--- src/rtl/mult_operand_dispatch_8.sv ---
// Operand dispatcher for an 8x8-multiplier array: latches an operand pair and
// steers byte pairs to eight 8x8 multipliers over one or two phases by element width.
module mult_operand_dispatch_8 #(
    parameter bit ZERO_IDLE = 1'b1
) (
    input  logic        clk,
    input  logic        reset,
    input  logic        in_valid,
    output logic        in_ready,
    input  logic [1:0]  sew,
    input  logic [31:0] operand_a,
    input  logic [31:0] operand_b,
    output logic [7:0]  mul_a_1,
    output logic [7:0]  mul_a_2,
    output logic [7:0]  mul_a_3,
    output logic [7:0]  mul_a_4,
    output logic [7:0]  mul_a_5,
    output logic [7:0]  mul_a_6,
    output logic [7:0]  mul_a_7,
    output logic [7:0]  mul_a_8,
    output logic [7:0]  mul_b_1,
    output logic [7:0]  mul_b_2,
    output logic [7:0]  mul_b_3,
    output logic [7:0]  mul_b_4,
    output logic [7:0]  mul_b_5,
    output logic [7:0]  mul_b_6,
    output logic [7:0]  mul_b_7,
    output logic [7:0]  mul_b_8,
    output logic        cs_start,
    output logic [1:0]  cs_sew,
    output logic        phase,
    output logic        done,
    output logic        sew_err
);

    localparam int unsigned BYTE_W  = 8;
    localparam int unsigned NUM_BYT = 4;
    localparam int unsigned NUM_MUL = 8;
    localparam int unsigned SEW_W   = 2;

    localparam logic [SEW_W-1:0] SEW_8   = 2'b00;
    localparam logic [SEW_W-1:0] SEW_16  = 2'b01;
    localparam logic [SEW_W-1:0] SEW_32  = 2'b10;
    localparam logic [SEW_W-1:0] SEW_RSV = 2'b11;

    typedef enum logic [1:0] {
        IDLE  = 2'd0,
        START = 2'd1,
        PH1   = 2'd2,
        PH2   = 2'd3
    } state_t;

    state_t state_q, state_d;

    logic [NUM_BYT-1:0][BYTE_W-1:0] op_a_q, op_a_d;
    logic [NUM_BYT-1:0][BYTE_W-1:0] op_b_q, op_b_d;
    logic [SEW_W-1:0]               sew_q, sew_d;

    logic [NUM_MUL-1:0][BYTE_W-1:0] mul_a_q, mul_a_d;
    logic [NUM_MUL-1:0][BYTE_W-1:0] mul_b_q, mul_b_d;

    logic in_ready_q, in_ready_d;
    logic cs_start_q, cs_start_d;
    logic phase_q, phase_d;
    logic done_q, done_d;
    logic sew_err_q, sew_err_d;

    logic [2:0] kk;
    logic [1:0] ai;
    logic [1:0] bj;

    // Next state, operand latch and next registered outputs.
    always_comb begin
        state_d    = state_q;
        op_a_d     = op_a_q;
        op_b_d     = op_b_q;
        sew_d      = sew_q;
        sew_err_d  = 1'b0;
        mul_a_d    = ZERO_IDLE ? '0 : mul_a_q;
        mul_b_d    = ZERO_IDLE ? '0 : mul_b_q;
        in_ready_d = 1'b0;
        cs_start_d = 1'b0;
        phase_d    = 1'b0;
        done_d     = 1'b0;
        kk         = '0;
        ai         = '0;
        bj         = '0;

        unique case (state_q)
            IDLE: begin
                if (in_valid && in_ready_q) begin
                    op_a_d = operand_a;
                    op_b_d = operand_b;
                    sew_d  = sew;
                    if (sew == SEW_RSV) begin
                        sew_err_d = 1'b1;
                    end else begin
                        state_d = START;
                    end
                end
            end
            START:   state_d = PH1;
            PH1:     state_d = (sew_q == SEW_32) ? PH2 : IDLE;
            PH2:     state_d = IDLE;
            default: state_d = IDLE;
        endcase

        in_ready_d = (state_d == IDLE);
        cs_start_d = (state_d == START);
        phase_d    = (state_d == PH2);
        done_d     = ((state_q == PH1) || (state_q == PH2)) && (state_d == IDLE);

        // Byte-pair steering: multiplier index k selects (a[ai], b[bj]).
        if ((state_d == PH1) || (state_d == PH2)) begin
            for (int k = 0; k < int'(NUM_MUL); k++) begin
                kk = 3'(k);
                unique case (sew_q)
                    SEW_8: begin
                        ai = kk[1:0];
                        bj = kk[1:0];
                        if (!kk[2]) begin
                            mul_a_d[k] = op_a_q[ai];
                            mul_b_d[k] = op_b_q[bj];
                        end else begin
                            mul_a_d[k] = '0;
                            mul_b_d[k] = '0;
                        end
                    end
                    SEW_16: begin
                        ai = {kk[2], kk[0]};
                        bj = {kk[2], kk[1]};
                        mul_a_d[k] = op_a_q[ai];
                        mul_b_d[k] = op_b_q[bj];
                    end
                    SEW_32: begin
                        ai = kk[1:0];
                        bj = {(state_d == PH2), kk[2]};
                        mul_a_d[k] = op_a_q[ai];
                        mul_b_d[k] = op_b_q[bj];
                    end
                    default: begin
                        mul_a_d[k] = '0;
                        mul_b_d[k] = '0;
                    end
                endcase
            end
        end
    end

    // State, latched operands and output registers.
    always_ff @(posedge clk or posedge reset) begin
        if (reset) begin
            state_q    <= IDLE;
            op_a_q     <= '0;
            op_b_q     <= '0;
            sew_q      <= '0;
            mul_a_q    <= '0;
            mul_b_q    <= '0;
            in_ready_q <= 1'b1;
            cs_start_q <= 1'b0;
            phase_q    <= 1'b0;
            done_q     <= 1'b0;
            sew_err_q  <= 1'b0;
        end else begin
            state_q    <= state_d;
            op_a_q     <= op_a_d;
            op_b_q     <= op_b_d;
            sew_q      <= sew_d;
            mul_a_q    <= mul_a_d;
            mul_b_q    <= mul_b_d;
            in_ready_q <= in_ready_d;
            cs_start_q <= cs_start_d;
            phase_q    <= phase_d;
            done_q     <= done_d;
            sew_err_q  <= sew_err_d;
        end
    end

    assign in_ready = in_ready_q;
    assign cs_start = cs_start_q;
    assign cs_sew   = sew_q;
    assign phase    = phase_q;
    assign done     = done_q;
    assign sew_err  = sew_err_q;

    assign mul_a_1 = mul_a_q[0];
    assign mul_a_2 = mul_a_q[1];
    assign mul_a_3 = mul_a_q[2];
    assign mul_a_4 = mul_a_q[3];
    assign mul_a_5 = mul_a_q[4];
    assign mul_a_6 = mul_a_q[5];
    assign mul_a_7 = mul_a_q[6];
    assign mul_a_8 = mul_a_q[7];
    assign mul_b_1 = mul_b_q[0];
    assign mul_b_2 = mul_b_q[1];
    assign mul_b_3 = mul_b_q[2];
    assign mul_b_4 = mul_b_q[3];
    assign mul_b_5 = mul_b_q[4];
    assign mul_b_6 = mul_b_q[5];
    assign mul_b_7 = mul_b_q[6];
    assign mul_b_8 = mul_b_q[7];

endmodule

--- config.mk ---
export PLATFORM = sky130hd
export DESIGN_NAME = mult_operand_dispatch_8
export DESIGN_NICKNAME = d
export VERILOG_FILES = /design/src/rtl/mult_operand_dispatch_8.sv
export SDC_FILE = /design/constraint.sdc
export NUM_CORES = 1
export LEC_CHECK = 0
export ABC_AREA = 1
export CAP_MARGIN = 30
export CORE_MARGIN = 3
export CORE_UTILIZATION = 50
export CTS_BUF_LIST = sky130_fd_sc_hd__clkbuf_2 sky130_fd_sc_hd__clkbuf_4 sky130_fd_sc_hd__clkbuf_8
export CTS_CLUSTER_SIZE = 28
export DETAILED_ROUTE_END_ITERATION = 7
export PLACE_DENSITY = 0.83
export SLEW_MARGIN = 20
export SYNTH_ARGS = -nofsm -noshare
export SYNTH_HDL_FRONTEND = slang
export SYNTH_SLANG_ARGS = --single-unit
--- constraint.sdc ---
create_clock -name clk -period 6.95 [get_ports clk]
set_input_delay 1.39 -clock clk [delete_from_list [all_inputs] [get_ports clk]]
set_output_delay 1.39 -clock clk [all_outputs]
set_load 0.02 [all_outputs]
* Word level (Yosys, flattened, before mapping)
Index checks and enable logic that the tools add are counted.
Word-level totals: input port bits 69, flip-flop bits (word level) 201, word-level logic and storage cells 81, output and inout port bits 135
Cells by class: eq/ne operators 9, mux-type cells 27, order comparisons 2, reduce and logical (&&, ||, !) cells 12
Operators by type and width (count):
- $mux 64 | 2
- $pmux 8 s2 | 7
- $pmux 8 s3 | 3
- $mux 8 | 8
- $eq 2x2->1 const B | 6
- $pmux 2 s4 | 1
- $eq 2x1->1 const B | 3
- $logic_not 2->1 | 3
- $lt 2x3->1 const B | 2
- $mux 2 | 3
- $reduce_or 2->1 | 3
- $mux 1 | 3
- $reduce_or 3->1 | 1
- $logic_and 1x1->1 | 2
- $logic_or 1x1->1 | 2
- $reduce_and 2->1 | 1

* Depth between registers and ports, before layout
Gate-level depths: netlist of run 1.
depth after elaboration 9, mapped depth 11, gate-level depth less buffers 9

* Worst setup path after synthesis of run 1
No wires, ideal clock.
path type input port to flip-flop, from in in_valid, to reg op_a_q[1] (netlist bit), data arrival time 1985 ps, stages on the path 5, setup time 126 ps, buffers on the path 2, setup slack 4840 ps, data required time 6824 ps, cell sequence nand4_2 -> inv_2 -> buf_4 -> buf_2 -> o21ai_0
On the way: word-level cells in the longest chain between the ends 2
Ends and longest elaborated chain:
- start, declared | line 8 | input logic in_valid,
- $logic_and 1x1->1 | line 91 | if (in_valid && in_ready_q) begin
- $reduce_and 2->1 (no line)
- end signal, assigned | line 166 | op_a_q <= op_a_d;
- end, declared | line 55 | logic [NUM_BYT-1:0][BYTE_W-1:0] op_a_q, op_a_d;
Every way passes these cells. A chain may end at the register's enable or synchronous reset.

==> results of run 1 <==
-- cell type report --
type,count,area share
multi-input cells,432,0.210
clock buffers,22,0.0303
flip-flops and latches,185,0.473
inverters,94,0.0369
clock inverters,9,0.00677
repair buffers,211,0.220
well taps,180,0.0230
-- metal layers --
metal  vias to the layer above  wire length (µm)
li1                       2748                 -
met3                        42              1590
met4                         0               632
met1                      2819              7700
met2                       308              8980
met5                         -                 0
-- layout by cell type (no fill, tap or decap), types with 2 or more instances in the layout --
cell	instances
inv_1	84
inv_2	5
a21oi_2	14
nor3_1	14
o22ai_1	8
clkdlybuf4s50_1	203
a211oi_1	2
a21oi_1	49
nand2_2	9
nor2_1	36
nand3_1	16
clkinv_2	3
ha_1	3
buf_16	3
clkinv_4	2
o21ai_0	70
clkbuf_8	21
buf_4	5
dfrtp_1	184
nand2_1	192
inv_6	2
clkinv_1	2
a22oi_1	14
clkinvlp_4	4
-- Yosys cell counts (2+ instances only) --
| library cell | number |
|---|---|
| a211oi_1 | 2 |
| a21oi_1 | 49 |
| a21oi_2 | 14 |
| a22oi_1 | 14 |
| buf_2 | 17 |
| buf_4 | 21 |
| buf_6 | 5 |
| clkbuf_1 | 13 |
| clkinv_1 | 2 |
| dfrtp_1 | 184 |
| ha_1 | 4 |
| inv_1 | 85 |
| inv_2 | 6 |
| nand2_1 | 192 |
| nand2_2 | 9 |
| nand3_1 | 16 |
| nor2_1 | 36 |
| nor3_1 | 14 |
| o21ai_0 | 70 |
| o22ai_1 | 8 |
-- state kept, by name, indices dropped and copies added (netlist names), 2 cells and up --
signal and flops:
mul_b_7 8, mul_a_1 8, state_q 2, mul_b_2 8, mul_a_4 8, mul_b_4 8
mul_a_3 8, mul_a_2 8, cs_sew 2, op_a_q 32, op_b_q 32, mul_a_7 8
mul_b_5 8, mul_a_8 8, mul_a_6 8, mul_a_5 8, mul_b_3 8, mul_b_1 8
-- worst paths after layout --
path / from / end / depth (start not counted)
max reg2reg: cs_sew[0]$_DFFE_PP0P_ / mul_b_1[0]$_DFF_PP0_ / 8
max: cs_sew[0]$_DFFE_PP0P_ / mul_b_1[0]$_DFF_PP0_ / 8
min reg2reg: op_a_q[23]$_DFFE_PP0P_ / mul_a_7[7]$_DFF_PP0_ / 2
min: op_a_q[23]$_DFFE_PP0P_ / mul_a_7[7]$_DFF_PP0_ / 2
max in group asynchronous: reset / in_ready$_DFF_PP1_ / 4
min in group asynchronous: reset / mul_a_3[2]$_DFF_PP0_ / 2
-- cells by family (layout without fill, tap and decap cells) --
kind of cell / count (synthesis) / count (layout) / share of synthesized area
AOI/OAI and AO/OA: 157 / 157 / 0.120
adders and majority gates: 4 / 4 / 0.00677
DFF: 185 / 185 / 0.627
and+or+nand+nor: 271 / 271 / 0.151
buffers and inverters: 150 / 336 / 0.0952
-- report_power, final --
part | internal [mW] | total, mW | switching, mW
Clock | 0.289 | 0.657 | 0.368
Sequential | 1.43 | 1.64 | 0.215
Combinational | 0.649 | 1.78 | 1.13
-- worst max-delay path: stages (launching register included) --
cell and delay (ns):
dfrtp_1 0.45, inv_1 0.47, ha_1 0.90, nand3_2 0.44, nand2_4 0.22, inv_4 0.13, nor2_8 0.26, inv_2 0.37
a21oi_1 0.27
==> impl_metrics.py, run 1 <==
metrics = {
    "pwr": {
        "powerDensity_nw_per_um2": 416,
        "p_total_mw": 4.07,
        "leakagePower_nw": 4.55,
        "vdd.ir_drop.worst_v": 0.000319,
    },
    "clock_network": {
        "root_buffer": "clkbuf_8",
        "clk_latency_ns": 0.46,
        "clk_pin_slew_ns": 0.09,
        "ctsHtreeMaxLevel": 4,
        "cts_post_setup_buffers_inserted": 0,
        "cts_buffers": 17,
        "postCtsHoldBufs": 0,
        "ctsResizeCount": 0,
        "clock_path_buffers": 2,
        "cts_tree": "yes",
        "cts_num_sinks": 185,
    },
    "layout": {
        "postLayoutCellArea_um2": 9790,
        "nets": 1014,
        "multi_input_area_um2": 2060,
        "drive_gt1_frac": 0.0797,
        "seqCellArea_um2": 4630,
        "final_core_util": 0.692,
        "final_cells": 1133,
        "area_growth_syn_to_layout_pct": 32.5,
        "n_antenna_cell": 0,
        "nFillCells": 1036,
    },
    "critical_path": {
        "cp.arrival_ns": 3.97,
        "crit_fanout": 32,
        "worstSetupPathType": "flip-flop to flip-flop",
        "start_kind": "flip-flop",
        "worstPathRequired_ns": 7.31,
        "end_kind": "flip-flop",
        "rrSetupSlack_ns": 3.34,
    },
    "floorplanning": {
        "die_h_um": 128,
        "initial_utilization": 0.522,
        "rows": 43,
        "core_region_area_um2": 14100,
        "dieArea_um2": 16300,
        "die_width_um": 128,
        "ioPinCount": 204,
    },
    "timing": {
        "hold-worst-slack_ns": 0.536,
        "layout_min_cycle_time_ns": 3.61,
        "drv_slew": 0,
        "finalHoldViolCount": 0,
        "fin_worst_skew_ns": 0.00836,
        "rsz0062_at_grt": "no",
        "worst_pin_slew_ns": 0.958,
        "slew_headroom": 0.361,
        "fin_tns_setup_ns": 0,
        "setup_slack_ns": 3.34,
        "fin_crit_sh": 0.519,
        "final-setup-viol-count": 0,
        "fmax_ghz": 0.277,
    },
    "synthesis": {
        "synth-edff-count": 0,
        "yosys.area.top_type_share": 0.623,
        "synth_fp_nets": 840,
        "yosys_warnings": 0,
        "ys_seq_area_frac": 0.627,
        "synth.largest_area_cell": "dfrtp_1",
        "synth-main-ff-cell": "dfrtp_1",
        "syn_area_um2": 7390,
        "synth_cell_types": 26,
        "synthArstFlopShare": 1.00,
        "syn_avg_cell_area_um2": 9.63,
        "ys_seq_elements": 185,
        "ys_top_cells_by_area": "dfrtp_1 (62%), nand2_1 (9.8%), o21ai_0 (4.7%), inv_1 (4.3%), a21oi_1 (3.3%)",
        "synth_cells": 767,
    },
    "global_route": {
        "grtUsageTotal": 0.239,
        "grt_use_met3": 0.0577,
        "overflow": 0,
        "grt_pass1_wl_mm": 30.0,
        "grt_max_degree": 118,
        "grt_use_met1": 0.324,
        "antenna_found_initial": 0,
        "grt_pass1_vias": 5744,
        "top_usage_layer": "met2",
        "grtUsageMet2": 0.370,
    },
    "placement": {
        "dp_hpwl_mm": 13.1,
        "routabilityCongestion": 0.906,
        "io_buffer_count": 203,
        "dp_slack_ns": 3.27,
        "dp.cells": 1101,
        "place_area_um2": 9400,
    },
    "drt": {
        "final_antenna_net_count": 0,
        "wire_per_inst_um": 16.7,
        "via_count": 5917,
        "drc_errors": 0,
        "wirelength_mm": 18.9,
        "via_per_inst": 5.22,
        "drt_first_pass_iters": 5,
        "drt_iter0_markers": 624,
    },
    "outcome": {
        "status": "finished, final reports clean",
    },
    "flow_run": {
        "drv_cap": 0,
    },
    "hold_path": {
        "hold_path_class": "flip-flop to flip-flop",
    },
}
Note: power is estimated with default switching activity, not from simulation.
==> run 2, diff against run 1 <==
- CORE_UTILIZATION: 50 -> 45
- PLACE_DENSITY: 0.83 -> 0.79
- clock period: 6.95 -> 3.2 ns (I/O delays scaled with it)
==> impl_metrics.py, run 2 (synthesis gave the netlist of run 1 again) <==
metrics = {
    "outcome": {
        "status": "finished, final reports clean",
    },
    "floorplanning": {
        "die_width_um": 134,
        "initial_utilization": 0.462,
        "ioPinCount": 204,
        "rows": 46,
        "dieArea_um2": 18000,
        "die_h_um": 134,
        "core_region_area_um2": 16000,
    },
    "global_route": {
        "grtUsageTotal": 0.217,
        "grt_pass1_vias": 5625,
        "overflow": 0,
        "antenna_found_initial": 1,
        "grt_max_degree": 77,
        "grt_pass1_wl_mm": 30.2,
    },
    "critical_path": {
        "cp.arrival_ns": 2.58,
        "start_kind": "flip-flop",
        "path_cells": "inv_1 -> ha_1 -> nand3_2 -> nand2_4 -> inv_4 -> nor2_8 -> inv_2 -> a21oi_1",
        "reg2reg_depth": 8,
        "crit_family": "buffers and inverters",
        "path_buf_inv": 3,
        "crit_fanout": 32,
        "path_depth": 8,
        "worstSetupPathType": "flip-flop to flip-flop",
        "cp_slowest_stage_delay_ns": 0.60,
        "worstPathRequired_ns": 3.50,
        "cpMaxStageDelayCell": "inv_2",
        "end_kind": "flip-flop",
    },
    "drt": {
        "via_per_inst": 5.00,
        "drt_iter0_markers": 535,
        "final_antenna_net_count": 0,
        "via_count": 5871,
        "wire_per_inst_um": 16.4,
        "drc_errors": 0,
        "wirelength_mm": 19.3,
        "drt_first_pass_iters": 7,
    },
    "placement": {
        "io_buffer_count": 203,
        "routabilityCongestion": 0.848,
        "dp_hpwl_mm": 13.6,
        "place_area_um2": 9490,
    },
    "timing": {
        "finalHoldViolCount": 0,
        "final-setup-viol-count": 0,
        "fin_worst_skew_ns": 0.0171,
        "fmax_ghz": 0.440,
        "drv_slew": 0,
        "hold-worst-slack_ns": 0.538,
        "layout_min_cycle_time_ns": 2.27,
        "fin_crit_sh": 0.711,
        "worst_pin_slew_ns": 0.791,
        "fin_tns_setup_ns": 0,
        "slew_headroom": 0.472,
        "rsz0062_at_grt": "no",
    },
    "clock_network": {
        "clk_pin_slew_ns": 0.09,
        "postCtsHoldBufs": 0,
        "root_buffer": "clkbuf_8",
        "ctsHtreeMaxLevel": 4,
        "clock_path_buffers": 2,
        "cts_tree": "yes",
        "clk_latency_ns": 0.47,
        "cts_num_sinks": 185,
        "cts_post_setup_buffers_inserted": 0,
        "ctsResizeCount": 0,
        "cts_buffers": 17,
    },
    "layout": {
        "n_antenna_cell": 0,
        "postLayoutCellArea_um2": 9890,
        "multi_input_area_um2": 2060,
        "final_core_util": 0.618,
        "reg_top3": "op_a_q (32), op_b_q (32)",
        "final_cell_mix": "clkdlybuf4s50_1 (203), nand2_1 (192), dfrtp_1 (184)",
        "nFillCells": 1358,
        "nets": 1019,
        "seqCellArea_um2": 4630,
        "drive_gt1_frac": 0.0846,
        "final_common_cell": "clkdlybuf4s50_1",
        "area_growth_syn_to_layout_pct": 33.9,
    },
    "pwr": {
        "p_total_mw": 8.99,
        "clockPowerShare": 0.178,
        "p_int_mw": 5.24,
        "p_seq_frac": 0.397,
        "p_sw_mw": 3.76,
        "combPwrFrac": 0.425,
        "powerDensity_nw_per_um2": 909,
        "vdd.ir_drop.worst_v": 0.000433,
        "leakagePower_nw": 4.58,
        "netSwitchingFraction": 0.418,
    },
    "hold_path": {
        "hold-path-cell-count": 2,
        "hold_path_class": "flip-flop to flip-flop",
    },
    "flow_run": {
        "drv_cap": 0,
    },
}
run 2: cell types whose count changed in the layout (fill, tap and decap cells not counted):
| cell | before | now |
|---|---|---|
| clkbuf_8 | 21 | 18 |
| inv_6 | 2 | 6 |
| buf_4 | 5 | 10 |
| buf_12 | 0 | 3 |
| clkbuf_4 | 1 | 0 |
| clkinvlp_4 | 4 | 3 |
| inv_8 | 0 | 1 |
| bufinv_16 | 0 | 2 |
| buf_16 | 3 | 0 |
| clkinv_2 | 3 | 1 |
run 2: power groups by stage:
stage	registers [mW]	logic, mW	clock network, mW
2_1_floorplan	3.94	2.00	0
3_3_place_gp	3.58	3.72	0
3_5_place_dp	3.60	3.80	0
4_1_cts	3.56	3.83	1.62
5_1_grt	3.65	4.20	1.72
6_report	3.57	3.82	1.60
run 2: layer usage:
layer | part of all wire | wire length (µm) | track usage
met1 | 0.42 | 8180 | 0.299
met4 | 0.021 | 407 | 0.0679
met3 | 0.074 | 1430 | 0.0473
met2 | 0.48 | 9240 | 0.348
met5 | 0.00062 | 12 | 0
run 2: path summary, 6_finish.rpt:
check	startpoint	to	slack (ns)
min in group asynchronous	reset	mul_a_7[0]$_DFF_PP0_	0.56
min	op_b_q[0]$_DFFE_PP0P_	mul_b_1[0]$_DFF_PP0_	0.54
max reg2reg	cs_sew[0]$_DFFE_PP0P_	mul_b_1[1]$_DFF_PP0_	0.93
min reg2reg	op_b_q[0]$_DFFE_PP0P_	mul_b_1[0]$_DFF_PP0_	0.54
max in group asynchronous	reset	op_b_q[2]$_DFFE_PP0P_	1.78
max	cs_sew[0]$_DFFE_PP0P_	mul_b_1[1]$_DFF_PP0_	0.93
run 2: layout make-up:
class,instances,area share
clock buffers,18,0.0251
repair buffers,216,0.219
well taps,216,0.0273
multi-input cells,432,0.208
clock inverters,13,0.0158
flip-flops and latches,185,0.468
inverters,94,0.0364
run 2: worst reg2reg max path: stages, from the launching register on:
cell	delay [ns]
dfrtp_1	0.44
inv_1	0.09
ha_1	0.22
nand3_2	0.22
nand2_4	0.11
inv_4	0.22
nor2_8	0.11
inv_2	0.60
a21oi_1	0.11
run 2: through the flow:
stage | cells | setup slack, ns
after global routing | 1174 | 0.744
after floorplan | 767 | 0.182
after detailed placement | 1143 | 0.756
final | 1174 | 0.926
after global placement | 1143 | 0.855
after CTS | 1174 | 0.915
==> run 3, diff against run 2 <==
- clock period: 3.2 -> 1.8 ns (I/O delays scaled with it)
==> impl_metrics.py, run 3 (synthesis gave the netlist of run 1 again) <==
metrics = {
    "outcome": {
        "status": "finished, final reports clean",
    },
    "floorplanning": {
        "rows": 46,
        "die_h_um": 134,
        "ioPinCount": 204,
        "initial_utilization": 0.462,
        "core_region_area_um2": 16000,
        "die_width_um": 134,
        "dieArea_um2": 18000,
    },
    "clock_network": {
        "cts_num_sinks": 185,
        "clock_path_buffers": 2,
        "ctsHtreeMaxLevel": 4,
        "root_buffer": "clkbuf_8",
        "cts_buffers": 17,
        "clk_pin_slew_ns": 0.10,
        "cts_tree": "yes",
        "clk_latency_ns": 0.46,
        "postCtsHoldBufs": 0,
    },
    "placement": {
        "place_area_um2": 9650,
        "io_buffer_count": 203,
        "dp_hpwl_mm": 14.2,
        "dp.cells": 1157,
        "routabilityCongestion": 0.891,
    },
    "layout": {
        "nets": 1033,
        "seqCellArea_um2": 4630,
        "postLayoutCellArea_um2": 10100,
        "multi_input_area_um2": 2060,
        "final_cell_mix": "nand2_1 (192), dfrtp_1 (184), inv_1 (83)",
        "final_core_util": 0.633,
        "drive_gt1_frac": 0.0997,
        "reg_top3": "op_a_q (32), op_b_q (32)",
        "final_cells": 1189,
        "n_antenna_cell": 0,
        "nFillCells": 1322,
        "area_growth_syn_to_layout_pct": 37.0,
        "final_common_cell": "nand2_1",
    },
    "global_route": {
        "overflow": 0,
        "antenna_found_initial": 1,
        "grtUsageTotal": 0.226,
        "grt_pass1_wl_mm": 31.6,
        "grt_pass1_vias": 5923,
        "grt_max_degree": 76,
    },
    "hold_path": {
        "hold_path_class": "primary input to async pin",
    },
    "drt": {
        "drt_iter0_markers": 660,
        "final_antenna_net_count": 0,
        "drt_first_pass_iters": 6,
        "wire_per_inst_um": 16.9,
        "wirelength_mm": 20.2,
        "drc_errors": 0,
        "via_count": 5952,
        "via_per_inst": 5.01,
    },
    "critical_path": {
        "critPathCapture": "mul_b_3[6]",
        "cp.arrival_ns": 1.42,
        "crit_family": "buffers and inverters",
        "cpMaxStageDelayCell": "clkdlybuf4s50_1",
        "worstPathRequired_ns": 1.44,
        "path_depth": 1,
        "end_kind": "output pin",
        "crit_start": "mul_b_3[6]$_DFF_PP0_",
        "rrSetupSlack_ns": 0.16,
        "path_buf_inv": 1,
        "cp_slowest_stage_delay_ns": 0.61,
        "path_cells": "clkdlybuf4s50_1",
        "worstSetupPathType": "flip-flop to output pin",
        "r2r-end": "mul_a_2[7]$_DFF_PP0_",
        "start_kind": "flip-flop",
        "r2r-start": "cs_sew[1]$_DFFE_PP0P_",
        "crit_fanout": 1,
        "reg2reg_depth": 8,
    },
    "timing": {
        "fin_crit_sh": 0.991,
        "fin_tns_setup_ns": 0,
        "finalHoldViolCount": 0,
        "drv_slew": 0,
        "slew_headroom": 0.739,
        "worst_pin_slew_ns": 0.392,
        "layout_min_cycle_time_ns": 1.78,
        "final-setup-viol-count": 0,
        "fmax_ghz": 0.561,
        "fin_worst_skew_ns": 0.0156,
    },
    "pwr": {
        "leakagePower_nw": 6.11,
        "vdd.ir_drop.worst_v": 0.000806,
        "powerDensity_nw_per_um2": 1570,
    },
    "flow_run": {
        "drv_cap": 0,
    },
}
-- run 3: cell count changes in the layout (fill, tap and decap cells not counted), moves of 2 or more --
cell,previous run,this run
clkinv_2,1,3
buf_12,3,8
inv_6,6,3
dlymetal6s2s_1,0,66
buf_4,10,19
dlygate4sd2_1,0,58
clkdlybuf4s50_1,203,79
bufinv_16,2,0
clkbuf_8,18,21
-- run 3: routing by layer --
| metal | vias to the layer above | GRT usage | routed length, µm |
|---|---|---|---|
| met2 | 272 | 0.356 | 9680 |
| met3 | 35 | 0.0563 | 1580 |
| met5 | - | 0 | 11 |
| met1 | 2856 | 0.312 | 8420 |
| met4 | 2 | 0.0747 | 456 |
| li1 | 2787 | - | - |
-- run 3: timing repair --
item,CTS,global route
endpoints found under the setup margin,60,66
resized for setup,58,66
setup buffers,0,0
pin swaps,0,0
-- run 3: cell type report --
cell class | count | area share
clock buffers | 22 | 0.0293
clock inverters | 10 | 0.00803
inverters | 94 | 0.0356
multi-input cells | 432 | 0.203
flip-flops and latches | 185 | 0.457
well taps | 216 | 0.0267
repair buffers | 230 | 0.240
-- run 3: through the flow --
step           worst slack, ns  power [mW]  hold slack (ns)
2_1_floorplan           -0.938        10.6            0.470
3_3_place_gp             0.221        13.3            0.503
3_5_place_dp             0.182        13.5            0.517
4_1_cts               0.000119        16.0            0.282
5_1_grt                -0.0429        16.9            0.283
6_report                0.0168        15.9            0.295
-- run 3: worst min path at each step --
stage                     slack [ns]  cells after the start              startpoint                endpoint
after floorplan                 0.47                      2           operand_b[24]  op_b_q[24]$_DFFE_PP0P_
after detailed placement        0.52                      2  op_b_q[26]$_DFFE_PP0P_  op_b_q[26]$_DFFE_PP0P_
after global placement          0.50                      2  op_b_q[28]$_DFFE_PP0P_  op_b_q[28]$_DFFE_PP0P_
final                           0.29                      3                   reset    mul_a_3[2]$_DFF_PP0_
after global routing            0.28                      3                   reset    mul_a_3[2]$_DFF_PP0_
after CTS                       0.28                      3                   reset    mul_a_5[2]$_DFF_PP0_
-- run 3: power breakdown --
part           total (mW)  switching (mW)  leakage [nW]  internal (mW)
Sequential           6.32           0.815          2.45           5.51
Clock                2.63            1.49         0.196           1.14
Combinational        6.91            4.44          3.46           2.47
